`config.mk`:
```
export PLATFORM = sky130hd
export DESIGN_NAME = intersection_phase_scheduler_flat
export DESIGN_NICKNAME = d
export VERILOG_FILES = /design/src/rtl/intersection_phase_scheduler_if.sv /design/src/rtl/intersection_phase_scheduler.sv /design/src/flat_wrapper.sv
export SDC_FILE = /design/constraint.sdc
export NUM_CORES = 1
export LEC_CHECK = 0
export ABC_AREA = 1
export CORE_MARGIN = 4
export CORE_UTILIZATION = 40
export DETAILED_ROUTE_END_ITERATION = 7
export GPL_TIMING_DRIVEN = 0
export PLACE_DENSITY_LB_ADDON = 0.08
export SKIP_CTS_REPAIR_TIMING = 1
export SLEW_MARGIN = 30
export SYNTH_ARGS = -nofsm -noshare
export SYNTH_HDL_FRONTEND = slang
export SYNTH_SLANG_ARGS = --single-unit
```
`constraint.sdc`:
```
create_clock -name CLOCK_50 -period 3.3 [get_ports CLOCK_50]
set_input_delay 0.495 -clock CLOCK_50 [delete_from_list [all_inputs] [get_ports CLOCK_50]]
set_output_delay 0.495 -clock CLOCK_50 [all_outputs]
set_load 0.01 [all_outputs]
```
`src/rtl/intersection_phase_scheduler_if.sv`:
```
// Board-side signal bundle for the intersection phase scheduler: sensors in,
// lamps/countdown/phase out. Signal names match the existing board top level.
interface intersection_phase_scheduler_if;
  logic [1:0] SW;
  logic       PED;
  logic [2:0] LED_N;
  logic [2:0] LED_E;
  logic       WALK;
  logic [5:0] SEC_LEFT;
  logic [2:0] PHASE;

  // The scheduler drives lamps and status; the board/bench drives sensors.
  modport master (
    input  SW,
    input  PED,
    output LED_N,
    output LED_E,
    output WALK,
    output SEC_LEFT,
    output PHASE
  );

  modport slave (
    output SW,
    output PED,
    input  LED_N,
    input  LED_E,
    input  WALK,
    input  SEC_LEFT,
    input  PHASE
  );
endinterface

```
`src/rtl/intersection_phase_scheduler.sv`:
```
// Two-way intersection phase scheduler with latched pedestrian request.
// Sequences green/yellow/all-red/walk phases against a one-second tick.
module intersection_phase_scheduler #(
  parameter int unsigned CNT_MAX     = 50000000,
  parameter int unsigned T_MIN_GREEN = 10,
  parameter int unsigned T_MAX_GREEN = 30,
  parameter int unsigned T_YELLOW    = 3,
  parameter int unsigned T_ALLRED    = 1,
  parameter int unsigned T_WALK      = 8
) (
  input  logic                           CLOCK_50,
  input  logic                           KEY,
  intersection_phase_scheduler_if.master io
);

  localparam int PW = (CNT_MAX > 1) ? $clog2(CNT_MAX) : 1;

  localparam logic [PW-1:0] PRESC_LAST = PW'(CNT_MAX - 1);
  localparam logic [6:0]    T_MING_W   = 7'(T_MIN_GREEN);
  localparam logic [6:0]    T_MAXG_W   = 7'(T_MAX_GREEN);
  localparam logic [6:0]    T_YEL_W    = 7'(T_YELLOW);
  localparam logic [6:0]    T_AR_W     = 7'(T_ALLRED);
  localparam logic [6:0]    T_WALK_W   = 7'(T_WALK);

  localparam logic [2:0] LAMP_G = 3'b001;
  localparam logic [2:0] LAMP_Y = 3'b010;
  localparam logic [2:0] LAMP_R = 3'b100;

  localparam logic DIR_N = 1'b0;
  localparam logic DIR_E = 1'b1;

  typedef enum logic [2:0] {
    N_GREEN  = 3'd0,
    N_YELLOW = 3'd1,
    ALLRED_N = 3'd2,
    E_GREEN  = 3'd3,
    E_YELLOW = 3'd4,
    ALLRED_E = 3'd5,
    PED_WALK = 3'd6
  } state_e;

  // Input synchronisers
  logic [1:0] sw_meta_q, sw_sync_q;
  logic       ped_meta_q, ped_sync_q, ped_prev_q;

  // Scheduler state
  state_e     state_q, state_d;
  logic       next_dir_q, next_dir_d;
  logic       ped_q, ped_d;
  logic [PW-1:0] presc_q, presc_d;
  logic [5:0] elapsed_q, elapsed_d;

  // Registered outputs
  logic [2:0] led_n_q, led_n_d;
  logic [2:0] led_e_q, led_e_d;
  logic       walk_q, walk_d;
  logic [5:0] sec_left_q, sec_left_d;
  logic [2:0] phase_q, phase_d;

  logic       north_car, east_car, ped_rise;
  logic       tick, entering;
  logic [6:0] el_next;

  // Remaining seconds of a phase of length dur after el whole seconds, floored at 0.
  function automatic logic [5:0] secs_left(input logic [6:0] dur, input logic [5:0] el);
    if ({1'b0, el} >= dur) return 6'd0;
    return 6'(dur - {1'b0, el});
  endfunction

  // NOTE: every clocked block uses non-blocking (<=) so all flops sample
  // pre-edge values; blocking here would let a flop see its neighbour's new value.
  always_ff @(posedge CLOCK_50 or negedge KEY) begin
    if (!KEY) begin
      sw_meta_q  <= 2'b00;
      sw_sync_q  <= 2'b00;
      ped_meta_q <= 1'b0;
      ped_sync_q <= 1'b0;
      ped_prev_q <= 1'b0;
    end else begin
      sw_meta_q  <= io.SW;
      sw_sync_q  <= sw_meta_q;
      ped_meta_q <= io.PED;
      ped_sync_q <= ped_meta_q;
      ped_prev_q <= ped_sync_q;
    end
  end

  assign north_car = sw_sync_q[0];
  assign east_car  = sw_sync_q[1];
  assign ped_rise  = ped_sync_q & ~ped_prev_q;

  assign tick    = (presc_q == PRESC_LAST);
  assign el_next = {1'b0, elapsed_q} + 7'd1;

  // NOTE: every variable written below gets a default first, so no path
  // through the case can leave it unassigned and infer a latch.
  always_comb begin
    state_d    = state_q;
    next_dir_d = next_dir_q;
    case (state_q)
      N_GREEN: begin
        if (tick && (east_car || ped_q) &&
            ((el_next >= T_MAXG_W) || ((el_next >= T_MING_W) && !north_car)))
          state_d = N_YELLOW;
      end
      N_YELLOW: begin
        if (tick && (el_next >= T_YEL_W)) state_d = ALLRED_N;
      end
      ALLRED_N: begin
        if (tick && (el_next >= T_AR_W)) begin
          if (ped_q) begin
            state_d    = PED_WALK;
            next_dir_d = DIR_E;
          end else begin
            state_d = E_GREEN;
          end
        end
      end
      E_GREEN: begin
        if (tick && (north_car || ped_q) &&
            ((el_next >= T_MAXG_W) || ((el_next >= T_MING_W) && !east_car)))
          state_d = E_YELLOW;
      end
      E_YELLOW: begin
        if (tick && (el_next >= T_YEL_W)) state_d = ALLRED_E;
      end
      ALLRED_E: begin
        if (tick && (el_next >= T_AR_W)) begin
          if (ped_q) begin
            state_d    = PED_WALK;
            next_dir_d = DIR_N;
          end else begin
            state_d = N_GREEN;
          end
        end
      end
      PED_WALK: begin
        if (tick && (el_next >= T_WALK_W))
          state_d = (next_dir_q == DIR_E) ? E_GREEN : N_GREEN;
      end
      default: state_d = N_GREEN;  // illegal code recovers without waiting for a tick
    endcase
  end

  assign entering = (state_d != state_q);

  always_comb begin
    presc_d = (entering || tick) ? '0 : presc_q + 1'b1;

    elapsed_d = elapsed_q;
    if (entering)
      elapsed_d = 6'd0;
    else if (tick && (elapsed_q != 6'd63))
      elapsed_d = elapsed_q + 6'd1;

    // Clearing on walk entry wins over a same-cycle press: that walk serves it.
    ped_d = ped_q;
    if (entering && (state_d == PED_WALK))
      ped_d = 1'b0;
    else if (ped_rise && (state_q != PED_WALK))
      ped_d = 1'b1;
  end

  // Outputs are decoded from next-state values so they update with the state.
  always_comb begin
    led_n_d    = LAMP_R;
    led_e_d    = LAMP_R;
    walk_d     = 1'b0;
    sec_left_d = 6'd0;
    phase_d    = state_d;
    case (state_d)
      N_GREEN: begin
        led_n_d    = LAMP_G;
        sec_left_d = secs_left(T_MAXG_W, elapsed_d);
      end
      N_YELLOW: begin
        led_n_d    = LAMP_Y;
        sec_left_d = secs_left(T_YEL_W, elapsed_d);
      end
      ALLRED_N, ALLRED_E: begin
        sec_left_d = secs_left(T_AR_W, elapsed_d);
      end
      E_GREEN: begin
        led_e_d    = LAMP_G;
        sec_left_d = secs_left(T_MAXG_W, elapsed_d);
      end
      E_YELLOW: begin
        led_e_d    = LAMP_Y;
        sec_left_d = secs_left(T_YEL_W, elapsed_d);
      end
      PED_WALK: begin
        walk_d     = 1'b1;
        sec_left_d = secs_left(T_WALK_W, elapsed_d);
      end
      default: begin
        led_n_d    = LAMP_G;
        sec_left_d = T_MAXG_W[5:0];
        phase_d    = N_GREEN;
      end
    endcase
  end

  always_ff @(posedge CLOCK_50 or negedge KEY) begin
    if (!KEY) begin
      state_q    <= N_GREEN;
      next_dir_q <= DIR_E;
      ped_q      <= 1'b0;
      presc_q    <= '0;
      elapsed_q  <= 6'd0;
      led_n_q    <= LAMP_G;
      led_e_q    <= LAMP_R;
      walk_q     <= 1'b0;
      sec_left_q <= T_MAXG_W[5:0];
      phase_q    <= N_GREEN;
    end else begin
      state_q    <= state_d;
      next_dir_q <= next_dir_d;
      ped_q      <= ped_d;
      presc_q    <= presc_d;
      elapsed_q  <= elapsed_d;
      led_n_q    <= led_n_d;
      led_e_q    <= led_e_d;
      walk_q     <= walk_d;
      sec_left_q <= sec_left_d;
      phase_q    <= phase_d;
    end
  end

  assign io.LED_N    = led_n_q;
  assign io.LED_E    = led_e_q;
  assign io.WALK     = walk_q;
  assign io.SEC_LEFT = sec_left_q;
  assign io.PHASE    = phase_q;

endmodule

```
`src/flat_wrapper.sv`:
```
// flat-port wrapper written by rule: the top's interface ports become plain ports
module intersection_phase_scheduler_flat 
#(
  parameter int unsigned CNT_MAX     = 50000000,
  parameter int unsigned T_MIN_GREEN = 10,
  parameter int unsigned T_MAX_GREEN = 30,
  parameter int unsigned T_YELLOW    = 3,
  parameter int unsigned T_ALLRED    = 1,
  parameter int unsigned T_WALK      = 8
)
  (CLOCK_50, KEY, io_SW, io_PED, io_LED_N, io_LED_E, io_WALK, io_SEC_LEFT, io_PHASE);
  intersection_phase_scheduler_if io_i ();
  input  logic CLOCK_50;
  input  logic KEY;
  input wire logic [$bits(io_i.SW)-1:0] io_SW;
  input wire logic [$bits(io_i.PED)-1:0] io_PED;
  output wire logic [$bits(io_i.LED_N)-1:0] io_LED_N;
  output wire logic [$bits(io_i.LED_E)-1:0] io_LED_E;
  output wire logic [$bits(io_i.WALK)-1:0] io_WALK;
  output wire logic [$bits(io_i.SEC_LEFT)-1:0] io_SEC_LEFT;
  output wire logic [$bits(io_i.PHASE)-1:0] io_PHASE;
  assign io_i.SW = io_SW;
  assign io_i.PED = io_PED;
  assign io_LED_N = io_i.LED_N;
  assign io_LED_E = io_i.LED_E;
  assign io_WALK = io_i.WALK;
  assign io_SEC_LEFT = io_i.SEC_LEFT;
  assign io_PHASE = io_i.PHASE;
  intersection_phase_scheduler #(.CNT_MAX(CNT_MAX), .T_MIN_GREEN(T_MIN_GREEN), .T_MAX_GREEN(T_MAX_GREEN), .T_YELLOW(T_YELLOW), .T_ALLRED(T_ALLRED), .T_WALK(T_WALK)) u_core (.CLOCK_50(CLOCK_50), .KEY(KEY), .io(io_i));
endmodule
```
# Yosys cells after proc, flatten, opt, wreduce, memory -nomap -nowiden
# Cells that the tools add are included.
[totals]
ff_bits = 60
latch_bits = 0
mem_bits_rw = 0
rom_bits = 0
output_inout_bits = 16
wordCells = 126
n_memories = 0
[classes]
addsub = 7
multipliers = 0
n_div = 0
order_cmp = 9
eq_ne = 20
shift = 0
muxes = 46
bitwise_logic = 2
reduce_logical = 27
[ops]
columns = ["operator", "n"]
rows = [
  ["$mux W6", 12],
  ["$pmux W6 S6", 1],
  ["$mux W3", 10],
  ["$add A26 B1 Y26 const B", 1],
  ["$eq A26 B26 Y1 const B", 1],
  ["$mux W26", 1],
  ["$pmux W3 S7", 1],
  ["$eq A3 B3 Y1 const B", 6],
  ["$mux W1", 17],
  ["$ge A7 B4 Y1 const B", 2],
  ["$eq A3 B2 Y1 const B", 4],
  ["$logic_and A1 B1 Y1", 12],
  ["$pmux W3 S2", 2],
  ["$ne A2 B1 Y1 const B", 4],
  ["$add A6 B1 Y7 const B", 1],
  ["$ge A7 B1 Y1 const B", 1],
  ["$ge A7 B2 Y1 const B", 1],
  ["$ge A7 B5 Y1 const B", 1],
  ["$reduce_or A7 Y1", 1],
  ["$add A6 B1 Y6 const B", 1],
  ["$eq A3 B1 Y1 const B", 2],
  ["$ge A6 B1 Y1 const B", 1],
  ["$ge A6 B2 Y1 const B", 1],
  ["$ge A6 B4 Y1 const B", 1],
  ["other kinds (19)", 26],
]

# Depth between registers and ports, before layout
# Gate-level depths: netlist of run 1.
[depth]
ltp_word = 14
mapped_depth = 29

# Worst setup path before layout of run 1
# Ideal clock, no wire load.
[synth_path]
path_type = "register to register"
from = "reg u_core.elapsed_q[0]"
to = "reg u_core.sec_left_q[2] (netlist: u_core.io.SEC_LEFT[2])"
arrival_ns = 3.022
required_ns = 3.236
setup_slack_ns = 0.214
stages_incl_launch_ff = 27
path_buffers = 0
period_less_slack_ns = 3.086
path_cell_list = "dfrtp_1 -> ha_1 -> nand2_1 -> inv_1 -> nor2_1 -> nand2_1 -> nand2_2 -> nand2_1 -> nand2_2 -> nand2_2 -> nand2_2 -> nor2_4 -> nor2_4 -> nand2_4 -> nand2_1 -> nand2_1 -> nor2_1 -> nand2_1 -> nor2_1 -> inv_1 -> ha_1 -> a21oi_1 -> nand2_1 -> nor2_1 -> nor2b_1 -> nor2_1 -> nand3_1"
[synth_via]
elab_chain_len = 14
[synth_lines]
columns = ["item", "line", "text"]
rows = [
  ["start: declaration", "intersection_phase_scheduler.sv:51", "logic [5:0] elapsed_q, elapsed_d;"],
  ["start signal: assignment", "intersection_phase_scheduler.sv:220", "elapsed_q <= elapsed_d;"],
  ["$add A6 B1 Y7 (*)", "intersection_phase_scheduler.sv:93", "assign el_next = {1'b0, elapsed_q} + 7'd1;"],
  ["$ge A7 B4 Y1", "intersection_phase_scheduler.sv:103, intersection_phase_scheduler.sv:121", ""],
  ["$logic_and A1 B1 Y1, on equally long branches", "intersection_phase_scheduler.sv:121, intersection_phase_scheduler.sv:103", ""],
  ["$logic_or A1 B1 Y1, on equally long branches", "intersection_phase_scheduler.sv:121, intersection_phase_scheduler.sv:103", ""],
  ["$logic_and A1 B1 Y1, on equally long branches", "intersection_phase_scheduler.sv:120, intersection_phase_scheduler.sv:102", ""],
  ["$mux W3, on equally long branches", "intersection_phase_scheduler.sv:120, intersection_phase_scheduler.sv:102", ""],
  ["$pmux W3 S7 (*)", "intersection_phase_scheduler.sv:100", "case (state_q)"],
  ["via u_core.state_d[1]", "intersection_phase_scheduler.sv:47", "state_e state_q, state_d;"],
  ["$ne A3 B3 Y1 (*)", "intersection_phase_scheduler.sv:145", "assign entering = (state_d != state_q);"],
  ["$mux W6 (*)", "intersection_phase_scheduler.sv:151", "if (entering)"],
  ["via u_core.elapsed_d[1]", "intersection_phase_scheduler.sv:51", ""],
  ["$ge A6 B4 Y1 (tied with other cells)", "intersection_phase_scheduler.sv:66", "if ({1'b0, el} >= dur) return 6'd0;"],
  ["$mux W1", "intersection_phase_scheduler.sv:66", ""],
  ["$mux W1", "intersection_phase_scheduler.sv:171", "case (state_d)"],
  ["$mux W6", "intersection_phase_scheduler.sv:67", "return 6'(dur - {1'b0, el});"],
  ["$pmux W6 S6 (*)", "intersection_phase_scheduler.sv:171", ""],
  ["via u_core.sec_left_d[2]", "intersection_phase_scheduler.sv:57", "logic [5:0] sec_left_q, sec_left_d;"],
  ["end signal: assignment", "intersection_phase_scheduler.sv:213", "sec_left_q <= T_MAXG_W[5:0];"],
  ["end signal: assignment", "intersection_phase_scheduler.sv:224", "sec_left_q <= sec_left_d;"],
  ["end: declaration", "intersection_phase_scheduler.sv:57", ""],
]
# The timed path passes the listed nets; every way through them passes the cells marked *. The select of a mux whose other input is x is not followed.
# A chain may end at the register's enable or synchronous reset.

# Worst setup path after layout of run 1
[layout_path]
from = "reg u_core.presc_q[0]"
to = "reg u_core.sec_left_q[2] (netlist: u_core.io.SEC_LEFT[2])"
[layout_via]
elab_chain_len = 12
[layout_lines]
columns = ["item", "line", "text"]
rows = [
  ["start: declaration", "intersection_phase_scheduler.sv:50", "logic [PW-1:0] presc_q, presc_d;"],
  ["start signal: assignment", "intersection_phase_scheduler.sv:219", "presc_q <= presc_d;"],
  ["$eq A26 B26 Y1 (*)", "intersection_phase_scheduler.sv:92", "assign tick = (presc_q == PRESC_LAST);"],
  ["$logic_and A1 B1 Y1, on equally long branches (2 in series)", "intersection_phase_scheduler.sv:120, intersection_phase_scheduler.sv:102", ""],
  ["$mux W3, on equally long branches", "intersection_phase_scheduler.sv:120, intersection_phase_scheduler.sv:102", ""],
  ["$pmux W3 S7 (*)", "intersection_phase_scheduler.sv:100", ""],
  ["via u_core.state_d[1]", "intersection_phase_scheduler.sv:47", ""],
  ["$ne A3 B3 Y1", "intersection_phase_scheduler.sv:145", ""],
  ["$mux W6", "intersection_phase_scheduler.sv:151", ""],
  ["$ge A6 B4 Y1 (tied with other cells)", "intersection_phase_scheduler.sv:66", ""],
  ["$mux W1", "intersection_phase_scheduler.sv:66", ""],
  ["$mux W1", "intersection_phase_scheduler.sv:171", ""],
  ["$mux W6", "intersection_phase_scheduler.sv:67", ""],
  ["$pmux W6 S6 (*)", "intersection_phase_scheduler.sv:171", ""],
  ["via u_core.sec_left_d[2]", "intersection_phase_scheduler.sv:57", ""],
]
# Marks and branches as above.

==> impl_metrics.yaml, run 1 <==
die:
  dieArea_sq_um: 10800
  boundaryPins: 21
  fp-row-count: 34
  core_area_sq_um: 8810
  initial_core_util_pct: 41.6
  die_w_um: 104
  die_height_um: 104
power_and_ir_drop:
  p_total_mw: 1.31
  pwr_density_cell_nw_per_um2: 288
  p_leak_nw: 2.29
  vdd_drop_max_mv: 0.154
layout:
  finalNetCount: 551
  final_common_cell: "nand2_1"
  antenna_cells: 0
  final_cell_mix: "nand2_1, nor2_1, inv_1"
  area.growth.synth_to_final_pct: 24.3
  drive_gt1_share_pct: 24.3
  final_area_sq_um: 4550
sta:
  setup_viol: 0
  fmax_mhz: 308
  tightest_slew_ns: 0.587
  fin_crit_sh_pct: 98.5
  slew_viol_final: 0
  maxSlewHeadroom_pct: 60.4
  hold_viol_final: 0
  final.setup_skew_ns: 0.00797
  period_minus_slack_ns: 3.25
  grt_setup_unrepaired: "true"
outcome:
  status: "finished, final reports clean"
detailed_routing:
  drt-initial-drc-count: 122
  vias_per_cell: 4.94
  drc: 0
  num_vias: 3199
  ant_nets: 0
  wl_per_cell_um: 13.5
  finalWirelength_um: 8760
  dr.pass1.iters: 5
worst_setup_path:
  crit_start: "u_core.presc_q[0]$_DFF_PN0_"
  path_max_fanout: 7
  crit_type: "flop to flop"
  crit_arrival_ns: 3.53
  worstReg2RegEnd: "u_core.io.SEC_LEFT[2]$_DFF_PN1_"
  r2r_slack_ns: 0.05
  crit_path_end: "u_core.io.SEC_LEFT[2]$_DFF_PN1_"
  crit_path_end_kind: "flop"
  rr_startpoint: "u_core.presc_q[0]$_DFF_PN0_"
  reg2reg_depth: 24
  start_kind: "flop"
  required_ns: 3.58
yosys:
  ys_types: 38
  ys_seq_area_share_pct: 41.2
  syn_inst: 484
  synth_area_sq_um: 3660
  ys_ff_latch: 60
  synth_flop_cell: "dfrtp_1"
  syn_area_per_cell_sq_um: 7.57
  synthArstFlopShare_pct: 100
  synth_warnings: 0
  synth_edf_count: 0
  syn_nets: 500
clock_tree:
  cts.sinks: 60
  root_buffer: "clkbuf_8"
  ctsHtreeMaxLevel: 3
  clkLatencyLatePin_ns: 0.34
  cts_buffer_depth: 2
  clk_pin_slew_ns: 0.07
  numCtsBuffers: 9
  cts_tree: "yes"
placement:
  dpl_cell_area_sq_um: 4020
  gp_congestion: 0.855
  io_buffers: 20
  hpwl_um: 6110
global_route:
  grt_use_met1_pct: 22.2
  antenna_found_initial: 0
  grt_pass1_vias: 2947
  grt_max_degree: 33
  met2_usage_pct: 24.7
  grt-busiest-layer: "met2"
  grt.overflow.total: 0
  grt_pass1_wl_um: 14200
  track_usage_pct: 16.2
  grtUsageMet3_pct: 4.79
job:
  drv_cap: 0
worst_hold_path:
  hold_path_class: "input pin to async pin"
[cells by family (layout without fill, tap and decap cells)]
group | after synthesis | in the layout | synth area share [%]
xor+xnor | 10 | 10 | 2.39
fa+ha+maj | 11 | 11 | 3.76
flops | 60 | 60 | 41.2
buf+inv | 74 | 129 | 8.13
simple gates | 294 | 294 | 38.5
compound gates | 35 | 35 | 5.98
[Yosys cell counts, types with 2 or more instances]
cell type,instances,area [sq um]
nand2_1,114,428
nor2_1,74,278
inv_1,66,248
dfrtp_1,53,1330
nand3_1,36,180
nand2_2,15,93.8
nand4_1,14,87.6
a21oi_1,13,65.1
ha_1,11,138
nor3_1,11,55.1
o21ai_0,8,40.0
dfstp_2,7,184
nor3b_1,6,45.0
xnor2_1,6,52.6
nand3_2,5,50.1
inv_2,4,15.0
nor2_2,4,25.0
nor2_4,4,45.0
o21ai_1,4,20.0
xor2_1,4,35.0
nand2_4,3,33.8
nand3b_1,3,22.5
o21a_1,3,22.5
o211ai_1,2,15.0
[how the worst min path moves through the flow]
stage / cells after the start / to / slack, ns
global placement: 0 / u_core.sw_sync_q[1]$_DFF_PN0_ / 0.34
CTS: 1 / u_core.presc_q[1]$_DFF_PN0_ / 0.08
detailed placement: 0 / u_core.sw_sync_q[0]$_DFF_PN0_ / 0.34
finish: 1 / u_core.presc_q[21]$_DFF_PN0_ / 0.08
floorplan: 0 / u_core.elapsed_q[0]$_DFF_PN0_ / 0.20
global route: 1 / u_core.presc_q[1]$_DFF_PN0_ / 0.09
[worst max-delay path, cell delays in order (launching register included)]
cell and delay, ns:
dfrtp_1 0.40, ha_4 0.17, nand3_4 0.09, nor3_4 0.27, inv_2 0.11, nor2_8 0.17
nand2_4 0.09, nand2_4 0.09, nand2_4 0.07, nor2_4 0.13, nor2_4 0.07, nand2_4 0.07
nand2_1 0.05, nand2_1 0.07, nand2_2 0.07, nor2_4 0.22, buf_8 0.16, nand2_8 0.07
ha_4 0.19, a21oi_4 0.13, nand2_2 0.09, nor2_4 0.14, nor2b_4 0.15, nor2_1 0.05
nand3_1 0.07
[power breakdown]
group          total, mW  switching [mW]  internal [mW]  leakage (nW)
sequential         0.742         0.00186          0.740         0.775
combinational     0.0218          0.0153        0.00648          1.43
clock              0.545           0.280          0.265        0.0800
total               1.31           0.297           1.01          2.29
[state kept, by name, summed over array words and instances (netlist names)]
signal	count
u_core.io.WALK	1
u_core.io.LED_E	3
u_core.ped_prev_q	1
u_core.elapsed_q	6
u_core.io.PHASE	3
u_core.ped_q	1
u_core.io.LED_N	3
u_core.state_q	3
u_core.ped_sync_q	1
u_core.presc_q	26
u_core.sw_sync_q	2
u_core.ped_meta_q	1
u_core.sw_meta_q	2
u_core.io.SEC_LEFT	6
u_core.next_dir_q	1
[final cells by class]
cell class | instances | area (sq um)
repair buffers | 40 | 364
fillers | 853 | 4250
flip-flops and latches | 60 | 1510
clock inverters | 3 | 15.0
multi-input cells | 350 | 2080
plain buffers | 3 | 31.3
clock buffers | 12 | 135
inverters | 71 | 277
well taps | 108 | 135
[metal layers]
| metal | wire length (um) | vias to the layer above |
|---|---|---|
| met5 | 0 | - |
| met2 | 4200 | 53 |
| li1 | - | 1638 |
| met4 | 45 | 0 |
| met3 | 280 | 4 |
| met1 | 4240 | 1504 |
[through the flow]
stage	utilization (%)	std cells	worst slack [ns]	hold slack (ns)	setup TNS [ns]
4_1_cts	47.3	628	-0.587	0.0752	-2.25
5_1_grt	51.7	647	-0.155	0.0906	-0.507
3_3_place_gp	45.4	612	-0.543	0.339	-12.79
6_report	51.7	647	0.0505	0.0811	0
3_5_place_dp	45.6	613	-0.557	0.337	-2.09
2_1_floorplan	-	484	0.214	0.199	0
Note: power is estimated with default switching activity, not from simulation.
==> run 2, diff against run 1 <==
==> constraint.sdc (replaced) <==
create_clock -name CLOCK_50 -period 3.6 [get_ports CLOCK_50]
set_input_delay 0.54 -clock CLOCK_50 [delete_from_list [all_inputs] [get_ports CLOCK_50]]
set_output_delay 0.54 -clock CLOCK_50 [all_outputs]
set_load 0.01 [all_outputs]
==> run 2 against run 1 <==
  * Clock skew about the same
  * Critical endpoint unchanged
  * Final cell count decreased by 1.4%
  * Highest routed layer unchanged
  * First-iteration DRC count increased by 4.1%
  * Cell area decreased by 5.0%
  * Largest power group unchanged
  * Critical path type unchanged
==> impl_metrics.yaml, run 2 (synthesized netlist as in run 1, its figures left out) <==
die:
  initial_core_util_pct: 41.6
  boundaryPins: 21
  core_area_sq_um: 8810
  die_w_um: 104
  die_height_um: 104
  fp-row-count: 34
  dieArea_sq_um: 10800
worst_setup_path:
  reg2reg_depth: 24
  crit_arrival_ns: 3.57
  required_ns: 3.89
  start_kind: "flop"
  crit_type: "flop to flop"
  crit_start: "u_core.presc_q[0]$_DFF_PN0_"
  path_max_fanout: 7
  crit_path_end_kind: "flop"
  rr_startpoint: "u_core.presc_q[0]$_DFF_PN0_"
detailed_routing:
  drc: 0
  drt-initial-drc-count: 127
  num_vias: 3112
  ant_nets: 0
  finalWirelength_um: 8220
  dr.pass1.iters: 4
  wl_per_cell_um: 12.9
  vias_per_cell: 4.88
sta:
  fmax_mhz: 304
  tightest_slew_ns: 0.577
  final.setup_skew_ns: 0.00823
  period_minus_slack_ns: 3.29
  fin_ws_ns: 0.313
  setup_viol: 0
  fin_crit_sh_pct: 91.3
  maxSlewHeadroom_pct: 61.1
  slew_viol_final: 0
  hold_viol_final: 0
power_and_ir_drop:
  p_total_mw: 1.20
  p_int_mw: 0.927
  combPwrFrac_pct: 1.7
  pwr_density_cell_nw_per_um2: 278
  p_sw_mw: 0.273
  p_leak_nw: 2.20
  seqPwrFrac_pct: 56.7
  clkPwrFrac_pct: 41.7
  vdd_drop_max_mv: 0.138
  swShare_pct: 22.7
clock_tree:
  clkLatencyLatePin_ns: 0.34
  root_buffer: "clkbuf_8"
  cts_buffer_depth: 2
  ctsHtreeMaxLevel: 3
  numCtsBuffers: 9
  cts_tree: "yes"
  cts.sinks: 60
  clk_pin_slew_ns: 0.07
placement:
  io_buffers: 20
  place_ws_ns: -0.257
  gp_congestion: 0.855
  placed_cells: 613
  dpl_cell_area_sq_um: 4020
  hpwl_um: 6110
global_route:
  grt.overflow.total: 0
  grt_pass1_vias: 2947
  grt_pass1_wl_um: 14200
  antenna_found_initial: 0
  track_usage_pct: 16.2
  grt_max_degree: 33
layout:
  antenna_cells: 0
  final_area_sq_um: 4320
  area.growth.synth_to_final_pct: 18.1
  fin_util_pct: 49.1
  drive_gt1_share_pct: 17.9
  final_cell_count_no_fill: 638
  finalNetCount: 542
  fill_cells: 880
  final_cell_mix: "nand2_1, nor2_1, inv_1"
  largest_reg_flops: 26
  final_common_cell: "nand2_1"
  top_register: "u_core.presc_q"
outcome:
  status: "finished, final reports clean"
job:
  drv_cap: 0
worst_hold_path:
  hold_path_class: "input pin to async pin"
==> run 2: changes by cell type in the layout (fill, tap and decap cells not counted), sizes merged <==
cell / change
buf: -9
inv: +1
clkinv: -1
==> run 2: worst paths after layout <==
path	slack (ns)	endpoint
setup / recovery	0.31	u_core.io.SEC_LEFT[2]$_DFF_PN1_
hold / removal	0.12	u_core.presc_q[21]$_DFF_PN0_
setup reg to reg	0.31	u_core.io.SEC_LEFT[2]$_DFF_PN1_
hold reg to reg	0.36	u_core.ped_sync_q$_DFF_PN0_
max in group asynchronous	2.90	u_core.io.SEC_LEFT[3]$_DFF_PN1_
min in group CLOCK_50	0.36	u_core.ped_sync_q$_DFF_PN0_
==> run 2: critical path: stages (launching register included) <==
cell and delay (ns):
dfrtp_1 0.40, ha_4 0.17, nand3_4 0.10, nor3_4 0.27, inv_2 0.11, nor2_8 0.16
nand2_2 0.10, nand2_2 0.09, nand2_2 0.09, nor2_4 0.11, nor2_4 0.06, nand2_4 0.09
nand2_1 0.05, nand2_1 0.07, nand2_2 0.07, nor2_4 0.19, buf_8 0.15, nand2_2 0.09
ha_2 0.22, a21oi_2 0.13, nand2_1 0.08, nor2_2 0.14, nor2b_1 0.15, nor2_1 0.05
nand3_1 0.06
==> run 2: stage by stage <==
step / hold WS, ns / TNS (ns)
after floorplan: 0.244 / 0
after global placement: 0.339 / -0.573
after detailed placement: 0.337 / -0.673
after CTS: 0.120 / -0.794
after global routing: 0.136 / -0.0124
final: 0.122 / 0
==> run 2: per-layer routing <==
metal	track usage, %	routed length, um	vias to the layer above
met5	0	0	-
met4	4.65	91	0
met3	4.79	246	8
met2	24.7	3780	40
met1	22.2	4090	1444
li1	-	-	1620
==> run 2: area by class of cell <==
type / count / area (sq um) / share of cell area [%]
flip-flops and latches: 60 / 1510 / 35.0
well taps: 108 / 135 / 3.13
clock buffers: 12 / 135 / 3.13
inverters: 71 / 269 / 6.22
repair buffers: 31 / 293 / 6.77
plain buffers: 3 / 31.3 / 0.723
clock inverters: 3 / 15.0 / 0.347
multi-input cells: 350 / 1930 / 44.7
==> run 2: power by group through the flow <==
stage | registers (mW) | clock network [mW] | logic [mW]
global route | 0.680 | 0.551 | 0.0239
detailed placement | 0.692 | 0 | 0.0215
global placement | 0.693 | 0 | 0.0186
CTS | 0.680 | 0.524 | 0.0217
finish | 0.680 | 0.500 | 0.0198
floorplan | 0.692 | 0 | 0.000562
